`src/rtl/rv32i_pkg.sv`:
```
// rv32i_pkg: shared opcodes, ALU codes, FSM states and select encodings for the
// RV32I multi-cycle controller.
package rv32i_pkg;

    localparam logic [6:0] OP_R      = 7'b0110011;
    localparam logic [6:0] OP_I      = 7'b0010011;
    localparam logic [6:0] OP_LOAD   = 7'b0000011;
    localparam logic [6:0] OP_STORE  = 7'b0100011;
    localparam logic [6:0] OP_BRANCH = 7'b1100011;
    localparam logic [6:0] OP_JAL    = 7'b1101111;
    localparam logic [6:0] OP_JALR   = 7'b1100111;
    localparam logic [6:0] OP_LUI    = 7'b0110111;
    localparam logic [6:0] OP_AUIPC  = 7'b0010111;

    localparam logic [3:0] ALU_AND   = 4'b0000;
    localparam logic [3:0] ALU_OR    = 4'b0001;
    localparam logic [3:0] ALU_ADD   = 4'b0010;
    localparam logic [3:0] ALU_XOR   = 4'b0011;
    localparam logic [3:0] ALU_SLL   = 4'b0100;
    localparam logic [3:0] ALU_SRL   = 4'b0101;
    localparam logic [3:0] ALU_SUB   = 4'b0110;
    localparam logic [3:0] ALU_SRA   = 4'b0111;
    localparam logic [3:0] ALU_SLT   = 4'b1000;
    localparam logic [3:0] ALU_SLTU  = 4'b1001;
    localparam logic [3:0] ALU_PASSB = 4'b1111;

    localparam logic [1:0] PC_PLUS4 = 2'd0;
    localparam logic [1:0] PC_IMM   = 2'd1;
    localparam logic [1:0] PC_ALU   = 2'd2;

    localparam logic [1:0] WB_ALU = 2'd0;
    localparam logic [1:0] WB_MEM = 2'd1;
    localparam logic [1:0] WB_PC4 = 2'd2;

    localparam logic [1:0] TC_NONE     = 2'd0;
    localparam logic [1:0] TC_ILLEGAL  = 2'd1;
    localparam logic [1:0] TC_FETCH_TO = 2'd2;
    localparam logic [1:0] TC_DATA_TO  = 2'd3;

    typedef enum logic [2:0] {
        ST_RESET  = 3'd0,
        ST_FETCH  = 3'd1,
        ST_DECODE = 3'd2,
        ST_EXEC   = 3'd3,
        ST_MEM    = 3'd4,
        ST_WB     = 3'd5,
        ST_TRAP   = 3'd6
    } state_t;

    function automatic logic opcode_valid(input logic [6:0] op);
        return op inside {OP_R, OP_I, OP_LOAD, OP_STORE, OP_BRANCH,
                          OP_JAL, OP_JALR, OP_LUI, OP_AUIPC};
    endfunction

endpackage

```
`src/rtl/rv32i_alu_dec.sv`:
```
// rv32i_alu_dec: maps opcode/funct3/funct7[5] to the ALU operation code.
module rv32i_alu_dec
    import rv32i_pkg::*;
(
    input  logic [6:0] opcode,
    input  logic [2:0] funct3,
    input  logic       funct7_b5,
    output logic [3:0] alu_ctrl
);

    logic [3:0] alu_op;

    always_comb begin
        case (funct3)
            3'b000:  alu_op = (opcode == OP_R && funct7_b5) ? ALU_SUB : ALU_ADD;
            3'b001:  alu_op = ALU_SLL;
            3'b010:  alu_op = ALU_SLT;
            3'b011:  alu_op = ALU_SLTU;
            3'b100:  alu_op = ALU_XOR;
            3'b101:  alu_op = funct7_b5 ? ALU_SRA : ALU_SRL;
            3'b110:  alu_op = ALU_OR;
            default: alu_op = ALU_AND;
        endcase
        // Branches subtract so alu_zero reflects rs1 == rs2.
        alu_ctrl = (opcode == OP_R || opcode == OP_I) ? alu_op :
                   (opcode == OP_LUI)                 ? ALU_PASSB :
                   (opcode == OP_BRANCH)              ? ALU_SUB : ALU_ADD;
    end

endmodule

```
`src/rtl/rv32i_mc_ctrl.sv`:
```
// rv32i_mc_ctrl: FETCH/DECODE/EXEC/MEM/WB sequencer driving the RV32I datapath
// enables and selects, with illegal-opcode and memory-timeout traps.
module rv32i_mc_ctrl
    import rv32i_pkg::*;
#(
    parameter int MEM_TIMEOUT = 255,
    parameter int TO_W        = 8
) (
    input  logic        clk,
    input  logic        rst_n,
    input  logic [31:0] instr,
    input  logic        alu_zero,
    input  logic        alu_lt,
    input  logic        alu_ltu,
    input  logic        mem_ready,
    output logic        mem_req,
    output logic        mem_we,
    output logic        mem_addr_sel,
    output logic        ir_we,
    output logic        pc_we,
    output logic [1:0]  pc_sel,
    output logic        reg_we,
    output logic [1:0]  wb_sel,
    output logic        alu_src_a,
    output logic        alu_src_b,
    output logic [3:0]  alu_ctrl,
    output logic        trap,
    output logic [1:0]  trap_cause,
    output logic [2:0]  state_dbg
);

    localparam logic [TO_W-1:0] TO_LIM = TO_W'(MEM_TIMEOUT - 1);

    state_t          state_q, state_d;
    logic [TO_W-1:0] cnt_q, cnt_d;
    logic [1:0]      cause_q, cause_d;
    logic [3:0]      dec_ctrl;
    logic [6:0]      opcode;
    logic [2:0]      funct3;
    logic            taken, timed_out, alu_on;

    assign opcode     = instr[6:0];
    assign funct3     = instr[14:12];
    assign trap       = (state_q == ST_TRAP);
    assign trap_cause = cause_q;
    assign state_dbg  = state_q;

    rv32i_alu_dec u_alu_dec (
        .opcode    (opcode),
        .funct3    (funct3),
        .funct7_b5 (instr[30]),
        .alu_ctrl  (dec_ctrl)
    );

    // funct3[0] inverts the base condition: BNE/BGE/BGEU.
    assign taken     = funct3[0] ^ (funct3[2] ? (funct3[1] ? alu_ltu : alu_lt) : alu_zero);
    // This cycle is the last allowed wait; a concurrent mem_ready takes priority.
    assign timed_out = (MEM_TIMEOUT != 0) && !mem_ready && (cnt_q == TO_LIM);

    always_comb begin
        state_d      = state_q;
        cause_d      = cause_q;
        mem_req      = 1'b0;
        mem_we       = 1'b0;
        mem_addr_sel = 1'b0;
        ir_we        = 1'b0;
        pc_we        = 1'b0;
        pc_sel       = PC_PLUS4;
        reg_we       = 1'b0;
        wb_sel       = WB_ALU;
        alu_on       = state_q inside {ST_EXEC, ST_MEM, ST_WB};
        alu_src_a    = alu_on && opcode == OP_AUIPC;
        alu_src_b    = alu_on && (opcode inside {OP_I, OP_LOAD, OP_STORE, OP_JALR, OP_LUI, OP_AUIPC});
        alu_ctrl     = (state_q == ST_RESET) ? 4'b0000 : alu_on ? dec_ctrl : ALU_ADD;
        case (state_q)
            ST_RESET: state_d = ST_FETCH;
            ST_FETCH: begin
                mem_req = 1'b1;
                ir_we   = mem_ready;
                if (mem_ready) begin
                    state_d = ST_DECODE;
                end else if (timed_out) begin
                    state_d = ST_TRAP;
                    cause_d = TC_FETCH_TO;
                end
            end
            ST_DECODE: begin
                state_d = opcode_valid(opcode) ? ST_EXEC : ST_TRAP;
                cause_d = opcode_valid(opcode) ? cause_q : TC_ILLEGAL;
            end
            ST_EXEC: begin
                if (opcode == OP_BRANCH && funct3[2:1] == 2'b01) begin
                    state_d = ST_TRAP;
                    cause_d = TC_ILLEGAL;
                end else if (opcode == OP_BRANCH) begin
                    pc_we   = 1'b1;
                    pc_sel  = taken ? PC_IMM : PC_PLUS4;
                    state_d = ST_FETCH;
                end else begin
                    state_d = (opcode == OP_LOAD || opcode == OP_STORE) ? ST_MEM : ST_WB;
                end
            end
            ST_MEM: begin
                mem_req      = 1'b1;
                mem_addr_sel = 1'b1;
                mem_we       = (opcode == OP_STORE);
                if (mem_ready) begin
                    pc_we   = mem_we;
                    state_d = mem_we ? ST_FETCH : ST_WB;
                end else if (timed_out) begin
                    state_d = ST_TRAP;
                    cause_d = TC_DATA_TO;
                end
            end
            ST_WB: begin
                reg_we  = (instr[11:7] != 5'd0);
                pc_we   = 1'b1;
                wb_sel  = (opcode == OP_LOAD) ? WB_MEM :
                          (opcode == OP_JAL || opcode == OP_JALR) ? WB_PC4 : WB_ALU;
                pc_sel  = (opcode == OP_JAL) ? PC_IMM : (opcode == OP_JALR) ? PC_ALU : PC_PLUS4;
                state_d = ST_FETCH;
            end
            default: state_d = state_q;
        endcase
        cnt_d = (state_d != state_q) ? '0 : (mem_req && !mem_ready) ? cnt_q + TO_W'(1) : cnt_q;
    end

    always_ff @(posedge clk or negedge rst_n) begin
        if (!rst_n) begin
            state_q <= ST_RESET;
            cnt_q   <= '0;
            cause_q <= TC_NONE;
        end else begin
            state_q <= state_d;
            cnt_q   <= cnt_d;
            cause_q <= cause_d;
        end
    end

endmodule

```
`config.mk`:
```
export PLATFORM = sky130hd
export DESIGN_NAME = rv32i_mc_ctrl
export DESIGN_NICKNAME = d
export VERILOG_FILES = /design/src/rtl/rv32i_pkg.sv /design/src/rtl/rv32i_alu_dec.sv /design/src/rtl/rv32i_mc_ctrl.sv
export SDC_FILE = /design/constraint.sdc
export NUM_CORES = 1
export LEC_CHECK = 0
export ABC_CLOCK_PERIOD_IN_PS = 2000
export BUFFER_PORTS_ARGS = -buffer_cell sky130_fd_sc_hd__clkbuf_2
export CAP_MARGIN = 20
export CORE_MARGIN = 1
export CORE_UTILIZATION = 37
export CTS_BUF_LIST = sky130_fd_sc_hd__clkbuf_8
export DETAILED_ROUTE_END_ITERATION = 8
export GPL_TIMING_DRIVEN = 0
export HOLD_SLACK_MARGIN = 0.02
export PLACE_DENSITY = 0.67
export RECOVER_POWER = 25
export SYNTH_ARGS = -nofsm -noshare
export SYNTH_HDL_FRONTEND = slang
export SYNTH_HIERARCHICAL = 1
export SYNTH_SLANG_ARGS = --single-unit
```
`constraint.sdc`:
```
create_clock -name clk -period 2 [get_ports clk]
set_clock_uncertainty 0.05 [all_clocks]
set_input_delay 0.3 -clock clk [delete_from_list [all_inputs] [get_ports clk]]
set_output_delay 0.3 -clock clk [all_outputs]
set_load 0.005 [all_outputs]
```
After elaboration in Yosys (flattened, before gate mapping)
Cells that the tools add are included.
{"block": "word_totals", "ff_bits": 13, "latch_bits": 0, "ram_bits": 0, "mem_bits_ro": 0, "input_bits": 38, "out_inout_bits": 22, "word_cells": 102, "mem_count": 0}
{"block": "op_classes", "add_sub_neg": 1, "n_mul": 0, "n_div": 0, "n_lt_le_gt_ge": 0, "eq_ne": 30, "shift": 0, "n_mux": 46, "bitwise": 1, "reduce_logical": 21}
{"cell": "$pmux W4 S7", "count": 1}
{"cell": "$mux W3", "count": 9}
{"cell": "$mux W2", "count": 12}
{"cell": "$eq A7 B6 Y1 const B", "count": 3}
{"cell": "$eq A7 B7 Y1 const B", "count": 3}
{"cell": "$eq A3 B3 Y1 const B", "count": 6}
{"cell": "$mux W4", "count": 4}
{"cell": "$mux W8", "count": 2}
{"cell": "$pmux W3 S5", "count": 1}
{"cell": "$eq A7 B5 Y1 const B", "count": 2}
{"cell": "$mux W1", "count": 14}
{"cell": "$eq A3 B2 Y1 const B", "count": 4}
{"cell": "$ne A2 B2 Y1 const B", "count": 5}
{"cell": "$reduce_bool A9 Y1", "count": 1}
{"cell": "$add A8 B1 Y8 const B", "count": 1}
{"cell": "$eq A8 B8 Y1 const B", "count": 1}
{"cell": "$pmux W2 S4", "count": 1}
{"cell": "$eq A7 B2 Y1 const B", "count": 1}
{"cell": "$reduce_and A7 Y1", "count": 1}
{"cell": "$eq A3 B1 Y1 const B", "count": 2}
{"cell": "$logic_and A1 B1 Y1", "count": 6}
{"cell": "$logic_not A3 Y1", "count": 2}
{"cell": "$reduce_bool A6 Y1", "count": 1}
{"cell": "$reduce_bool A5 Y1", "count": 1}
{"cell": "other kinds (12)", "count": 15}

Logic depth before layout (Yosys ltp)
Gate-level depths: netlist of the first run.
{"block": "logic_depth", "ltp_word": 8, "ltp_mapped": 7, "ltp_nobuf": 7}

By module
Netlist of the first run, hierarchy kept.
{"module": "rv32i_mc_ctrl", "instances": 1, "cells_per_inst": 136, "area_per_inst_um2": 1092.3, "seq_area_each_um2": 325.3}
{"module": "rv32i_alu_dec", "instances": 1, "cells_per_inst": 19, "area_per_inst_um2": 138.9, "seq_area_each_um2": 0.0}

Worst setup path after synthesis of the first run
OpenSTA, ideal clock, no wires.
{"block": "synth_path", "path_kind": "register to register", "start": "register cnt_q[0]", "end": "register cause_q[1], in the netlist trap_cause[1]", "setup_time_ns": 0.125, "arrival_time_ns": 1.598, "required_time_ns": 1.825, "setup_slack_ns": 0.227, "stages_incl_launch_ff": 8, "synth_period_minus_slack_ns": 1.773, "path_cell_list": "dfrtp_1 inv_1 ha_1 nand3_1 nor3b_2 o21ai_1 a211o_1 mux2_4"}
{"block": "synth_between", "elab_chain_cells": 4, "word_cells_on_any_way": 5}
{"element": "start, declared", "line": "rv32i_mc_ctrl.sv:35", "text": "logic [TO_W-1:0] cnt_q, cnt_d;"}
{"element": "start signal, assigned", "line": "rv32i_mc_ctrl.sv:135", "text": "cnt_q <= cnt_d;"}
{"element": "$eq A8 B8 Y1 (*)", "line": "rv32i_mc_ctrl.sv:58", "text": "assign timed_out = (MEM_TIMEOUT != 0) && !mem_ready && (cnt_q == TO_LIM);"}
{"element": "$logic_and A1 B1 Y1 (*)", "line": "rv32i_mc_ctrl.sv:58"}
{"element": "$ne A2 B2 Y1 (no source line)"}
{"element": "$reduce_and A7 Y1 (no source line) (*)"}
{"element": "end signal, assigned", "line": "rv32i_mc_ctrl.sv:136", "text": "cause_q <= cause_d;"}
{"element": "end, declared", "line": "rv32i_mc_ctrl.sv:36", "text": "logic [1:0] cause_q, cause_d;"}
Mark *: on every way between the ends. The rest lies on a longest branch, timed or not.
A chain may end at the register's enable or synchronous reset.

Worst setup path after layout of the first run
{"block": "layout_path", "start": "register state_q[1], in the netlist state_dbg[1]", "end": "output port pc_sel[0]"}
{"block": "layout_between", "elab_chain_cells": 2, "word_cells_on_any_way": 3}
{"element": "start, declared", "line": "rv32i_mc_ctrl.sv:34", "text": "state_t state_q, state_d;"}
{"element": "start signal, assigned", "line": "rv32i_mc_ctrl.sv:134", "text": "state_q <= state_d;"}
{"element": "$eq A3 B3 Y1 / $eq A3 B2 Y1 (equally long branches)", "line": "rv32i_mc_ctrl.sv:75", "text": "case (state_q)"}
{"element": "$pmux W2 S2 (*)", "line": "rv32i_mc_ctrl.sv:75"}
{"element": "end, declared", "line": "rv32i_mc_ctrl.sv:21", "text": "output logic [1:0] pc_sel,"}
Marked as above.

==> results of run 1 <==
-- cell type report --
type	count	area, um2
Clock inverter	1	3.75
Clock buffer	3	41.3
Inverter	7	26.3
Fill cell	320	1440
Timing Repair Buffer	46	253
Sequential cell	13	328
Multi-Input combinational cell	130	913
Tap cell	44	55.1
Buffer	5	42.5
-- layer usage --
metal	track usage, %	vias up
met5	0	-
met4	5.98	0
met3	3.68	2
met2	29.2	39
met1	27.0	627
li1	-	669
-- synth_stat cells (2+ instances only) --
cell,n
nor3_1,5
xor2_1,6
nor4_1,3
xnor2_1,3
buf_2,2
nand4_1,4
clkbuf_1,2
and2_1,5
o211ai_1,2
o21ai_1,6
o21ai_0,4
a21oi_1,11
a211oi_1,2
a31oi_1,2
o31ai_1,2
ha_1,2
inv_1,7
nand3_1,7
dfrtp_1,13
nand2b_1,6
and3_1,3
nand3b_4,2
nor2_1,21
nand2_1,10
nor3b_1,2
-- worst max-delay path, stage by stage (launching register included) --
cell	delay, ns
dfrtp_2	0.45
clkbuf_4	0.21
inv_2	0.11
nand3_2	0.15
nor3_4	0.17
nand2_1	0.09
o31ai_2	0.06
clkbuf_2	0.15
-- flip-flops by register name, indices dropped and copies added (netlist names) --
register / count
cnt_q: 8
state_dbg: 3
trap_cause: 2
-- logic make-up after synthesis --
kind of cell / synth area share [%]
xor+xnor: 6.40
simple gates: 38.6
buf+inv: 4.17
flops: 26.4
mux: 2.03
fa+ha+maj: 2.03
compound gates: 20.3
-- worst min-delay path by stage --
stage | from | to | slack, ns | cells after the start
floorplan | rst_n | cnt_q[0] | -0.05 | 0
global placement | rst_n | state_dbg[2] | 0.16 | 1
detailed placement | rst_n | state_dbg[2] | 0.16 | 1
CTS | mem_ready | cnt_q[0] | 0.44 | 4
global route | mem_ready | state_dbg[0] | 0.47 | 3
finish | instr[4] | state_dbg[0] | 0.44 | 3
-- metrics by stage --
step / util [%] / hold WS (ns)
floorplan: - / -0.0456
global placement: 48.2 / 0.163
detailed placement: 48.2 / 0.160
CTS: 51.3 / 0.440
global route: 53.6 / 0.470
finish: 53.6 / 0.441
-- power groups by stage --
stage / registers [uW] / logic (uW) / clock network, uW
final: 380 / 742 / 229
after global routing: 386 / 827 / 243
after CTS: 375 / 679 / 233
after detailed placement: 375 / 633 / 0
after global placement: 374 / 631 / 0
after floorplan: 367 / 412 / 0
-- layout by cell type (no fill, tap or decap), types with 2 or more instances in the layout --
cell / Yosys / routed
a211oi_1: 2 / 2
a21oi_1: 11 / 11
a31oi_1: 2 / 2
and2_1: 5 / 5
and3_1: 3 / 3
buf_2: 2 / 2
buf_4: 1 / 5
buf_6: 0 / 3
clkbuf_2: 0 / 37
clkbuf_4: 0 / 2
clkbuf_8: 0 / 3
dfrtp_1: 13 / 11
dfrtp_2: 0 / 2
inv_1: 7 / 6
inv_2: 0 / 2
nand2_1: 10 / 9
nand2b_1: 6 / 6
nand3_1: 7 / 5
nand3b_4: 2 / 2
nand4_1: 4 / 4
nor2_1: 21 / 21
nor3_1: 5 / 3
nor3_2: 1 / 2
nor3b_1: 2 / 2
nor4_1: 3 / 3
o211ai_1: 2 / 2
o21ai_0: 4 / 4
o21ai_1: 6 / 5
xnor2_1: 3 / 3
xor2_1: 6 / 6
-- repair_timing --
action,CTS,global route
hold buffers,1,0
endpoints found under the setup margin,6,5
pin swaps,0,4
setup buffers,1,2
cloned,0,0
gates resized for setup,10,25
hold endpoints to repair,13,0
==> results_dict.tcl, run 1 <==
set metrics [dict create \
    grt_pass1_wl_um 5260 \
    drt_wl_total_um 3290 \
    design.core.area_um2 3100 \
    routabilityCongestion 0.826 \
    core.rowCount 20 \
    endpoint_kind "output port" \
    drc 0 \
    synth-edff-count 0 \
    final_area_um2 1660 \
    tns_ns 0 \
    met3_length_um 134 \
    cts_num_sinks 13 \
    seq_area_frac_synth_pct 26.4 \
    rsz0062_at_grt "yes" \
    drive_above_1_share_pct 37.6 \
    overflow 0 \
    drt_iter0_markers 57 \
    worstReg2RegStart "cnt_q[0]" \
    avgViaCountPerCell 5.37 \
    netlist_instances 155 \
    avgRoutedWirePerCell_um 13.2 \
    p_per_area_nw_per_um2 812 \
    r2r_cells 7 \
    n_antenna_cell 0 \
    worst_pin_slew_ns 0.689 \
    synthArstFlopShare_pct 100 \
    dieArea_um2 3560 \
    drv_cap 0 \
    r2r-end "trap_cause[1]" \
    worstSetupStartpointType "register" \
    grt_use_total_pct 19.1 \
    syn-cell-area_um2 1230 \
    r2r_setup_slack_ns 0.11 \
    period_share_pct 99.3 \
    synth_flop_cell "dfrtp_1" \
    finalPower_uw 1350 \
    status "finished clean" \
    power_frac_clock_pct 16.9 \
    dp_cells 241 \
    die_h_um 59.7 \
    h-tree-depth 1 \
    drt-met1-wl_um 1590 \
    yosys.area.top_type "dfrtp_1" \
    endpoint "pc_sel[0]" \
    p_sw_uw 595 \
    fin_cells 249 \
    dpl_cell_area_um2 1500 \
    portBuffers 42 \
    cts_root_buffer "clkbuf_8" \
    fin_nets 246 \
    start_util_pct 39.7 \
    io_pins 60 \
    startpoint "state_dbg[1]" \
    fmax_ghz 0.504 \
    finalWorstSetupSlack_ns 0.0139 \
    cts_buffer_depth 2 \
    numCtsBuffers 3 \
    synthTopCellsByArea "dfrtp_1, nor2_1, a21oi_1" \
    crit_arrival_ns 1.64 \
    crit_required_ns 1.65 \
    dpl.hpwl_um 2430 \
    route.met2.wl_um 1560 \
    synth.distinct_cells 48 \
    tritoncts "yes" \
    first_global_vias 1198 \
    finalHoldViolCount 0 \
    area_growth_pct 35.1 \
    clkTransAtPathRegs_ns 0.06 \
    setup_viol 0 \
    antenna_found_initial 0 \
    yosys_register_bits 13 \
    grt_max_degree 14 \
    leakagePower_uw 0.000789 \
    power_frac_comb_pct 55.0 \
    swShare_pct 44.1 \
    die_w_um 59.7 \
    highest_layer "met4" \
    slew_violations 0 \
    fin_crit_ns 1.99 \
    ir_drop_mv 0.292 \
    firstDrtPassIters 4 \
    relSlewSlack_pct 54.1 \
    hp-class "in2reg" \
    seqPwrFrac_pct 28.1 \
    vias 1337 \
    p_int_uw 755 \
    drtAntennaViolNets 0 \
    synth_top_area_share_pct 26.4 \
    crit_fanout 10 \
    clkLatencyLatePin_ns 0.24 \
    dpl_worst_slack_ns -0.0651 \
    synth_fp_nets 195 \
    syn_avg_cell_area_um2 7.94 \
    synth-warning-count 6 \
    path_class "reg2out" \
]
(Power assumes the default switching activity.)
==> run 2, diff against run 1 <==
--- a/config.mk
+++ b/config.mk
@@ -6,15 +6,14 @@
 export NUM_CORES = 1
 export LEC_CHECK = 0
 export ABC_CLOCK_PERIOD_IN_PS = 2000
-export BUFFER_PORTS_ARGS = -buffer_cell sky130_fd_sc_hd__clkbuf_2
 export CAP_MARGIN = 20
 export CORE_MARGIN = 1
 export CORE_UTILIZATION = 37
 export CTS_BUF_LIST = sky130_fd_sc_hd__clkbuf_8
 export DETAILED_ROUTE_END_ITERATION = 8
+export DONT_BUFFER_PORTS = 1
 export GPL_TIMING_DRIVEN = 0
 export HOLD_SLACK_MARGIN = 0.02
-export PLACE_DENSITY = 0.67
 export RECOVER_POWER = 25
 export SYNTH_ARGS = -nofsm -noshare
 export SYNTH_HDL_FRONTEND = slang
==> results_dict.tcl, run 2 (same netlist as run 1, synthesis figures left out) <==
set metrics [dict create \
    tritoncts "yes" \
    crit_family "flip-flops" \
    hold_path_end "state_dbg[2]" \
    layout_commonest_cell "nor2_1" \
    dieArea_um2 3560 \
    core.rowCount 20 \
    dpl_cell_area_um2 1290 \
    mostFrequentLayoutCells "nor2_1, dfrtp_1, a21oi_1" \
    io_pins 60 \
    p_sw_uw 534 \
    path_class "reg2out" \
    hp-class "in2reg" \
    rsz0062_at_grt "yes" \
    relSlewSlack_pct 60.1 \
    slew_violations 0 \
    r2r-end "trap_cause[1]" \
    crit_arrival_ns 1.58 \
    leakagePower_uw 0.000607 \
    period_share_pct 96.3 \
    h-tree-depth 1 \
    whs_ns 0.340 \
    start_util_pct 39.7 \
    r2r_setup_slack_ns 0.12 \
    route.met2.wl_um 1430 \
    worst_pin_slew_ns 0.597 \
    design.core.area_um2 3100 \
    crit_buf_inv 2 \
    avgViaCountPerCell 5.77 \
    drt_wl_total_um 3100 \
    setup_viol 0 \
    area_growth_pct 14.9 \
    cts_num_sinks 13 \
    tns_ns 0 \
    hold_depth 3 \
    ir_drop_mv 0.682 \
    drv_cap 0 \
    portBuffers 0 \
    r2r_cells 7 \
    crit_path_max_incr_delay_ns 0.46 \
    p_int_uw 664 \
    worstReg2RegStart "cnt_q[0]" \
    slowest_stage "dfrtp_2" \
    first_global_vias 1017 \
    largest_register_ffs 8 \
    crit_fanout 10 \
    power_frac_clock_pct 18.9 \
    seqPwrFrac_pct 32.1 \
    fmax_ghz 0.519 \
    numCtsBuffers 3 \
    finalHoldViolCount 0 \
    worstHoldStart "instr[5]" \
    final_area_um2 1420 \
    status "finished clean" \
    power_frac_comb_pct 49.0 \
    grt_use_total_pct 17.4 \
    fin_nets 203 \
    worstSetupStartpointType "register" \
    clkTransAtPathRegs_ns 0.05 \
    cts_root_buffer "clkbuf_8" \
    die_h_um 59.7 \
    swShare_pct 44.6 \
    antenna_found_initial 0 \
    p_per_area_nw_per_um2 847 \
    cp_cell_sequence "buf_2 -> inv_2 -> nand3_2 -> nor3_4 -> nand2_1 -> o31ai_1" \
    die_w_um 59.7 \
    top_register "cnt_q" \
    crit_required_ns 1.65 \
    drive_above_1_share_pct 19.8 \
    clkLatencyLatePin_ns 0.24 \
    drt-met1-wl_um 1470 \
    drc 0 \
    firstDrtPassIters 4 \
    routabilityCongestion 0.858 \
    grt_max_degree 14 \
    highest_layer "met4" \
    nFillCells 350 \
    endpoint_kind "output port" \
    drtAntennaViolNets 0 \
    overflow 0 \
    vias 1188 \
    cts_buffer_depth 2 \
    fin_crit_ns 1.93 \
    drt_iter0_markers 35 \
    dpl.hpwl_um 2320 \
    n_antenna_cell 0 \
    met3_length_um 199 \
    avgRoutedWirePerCell_um 15.0 \
    fin_cells 206 \
    dp_cells 199 \
    grt_pass1_wl_um 4680 \
]
## run 2: tightest hold or removal path, stage by stage
cell and delay (ns):
nand3_1 0.09, a21oi_1 0.07, o21ai_1 0.12
## run 2: layout make-up
class	count	area (um2)	share of cell area (%)
Multi-Input combinational cell	130	907	64.1
Sequential cell	13	327	23.1
Tap cell	44	55.1	3.89
Clock buffer	3	41.3	2.92
Buffer	5	30.0	2.12
Inverter	7	26.3	1.86
Timing Repair Buffer	3	25.0	1.77
Clock inverter	1	3.75	0.265
## run 2: how the worst max path moves through the flow
stage | to | slack (ns) | cells past startpoint | startpoint
after global routing | pc_sel[0] | -0.04 | 5 | state_dbg[2]
after floorplan | trap_cause[1] | 0.23 | 7 | cnt_q[0]
final | pc_sel[0] | 0.07 | 6 | state_dbg[1]
after global placement | trap_cause[1] | 0.1 | 7 | cnt_q[0]
after CTS | pc_sel[0] | 0.02 | 6 | state_dbg[1]
after detailed placement | trap_cause[1] | 0.08 | 7 | cnt_q[0]
## run 2: repair_timing
| action | CTS | global route |
|---|---|---|
| buffers inserted | 0 | 2 |
| resized for setup | 4 | 13 |
| endpoints found under the setup margin | 3 | 6 |
| cloned | 0 | 0 |
| pin swaps | 0 | 2 |
| endpoints found under the hold margin | 13 | 0 |
| hold buffers | 1 | 0 |
## run 2: metal layers
metal	vias up	GRT usage (%)
li1	578	-
met1	571	25.5
met2	37	24.8
met3	2	6.93
met4	0	1.99
met5	-	0
## run 2: per-stage QoR
stage	worst slack (ns)	power [uW]	util (%)
floorplan	0.227	780	-
global placement	0.0992	895	41.5
finish	0.0732	1200	45.6
global route	-0.0411	1290	45.6
CTS	0.0155	1140	43.7
detailed placement	0.0804	897	41.5
## run 2: power groups by stage
stage               registers [uW]  clock network (uW)  logic, uW
finish                         385                 226        587
CTS                            380                 232        531
detailed placement             386                   0        511
floorplan                      367                   0        412
global placement               384                   0        512
global route                   394                 249        648
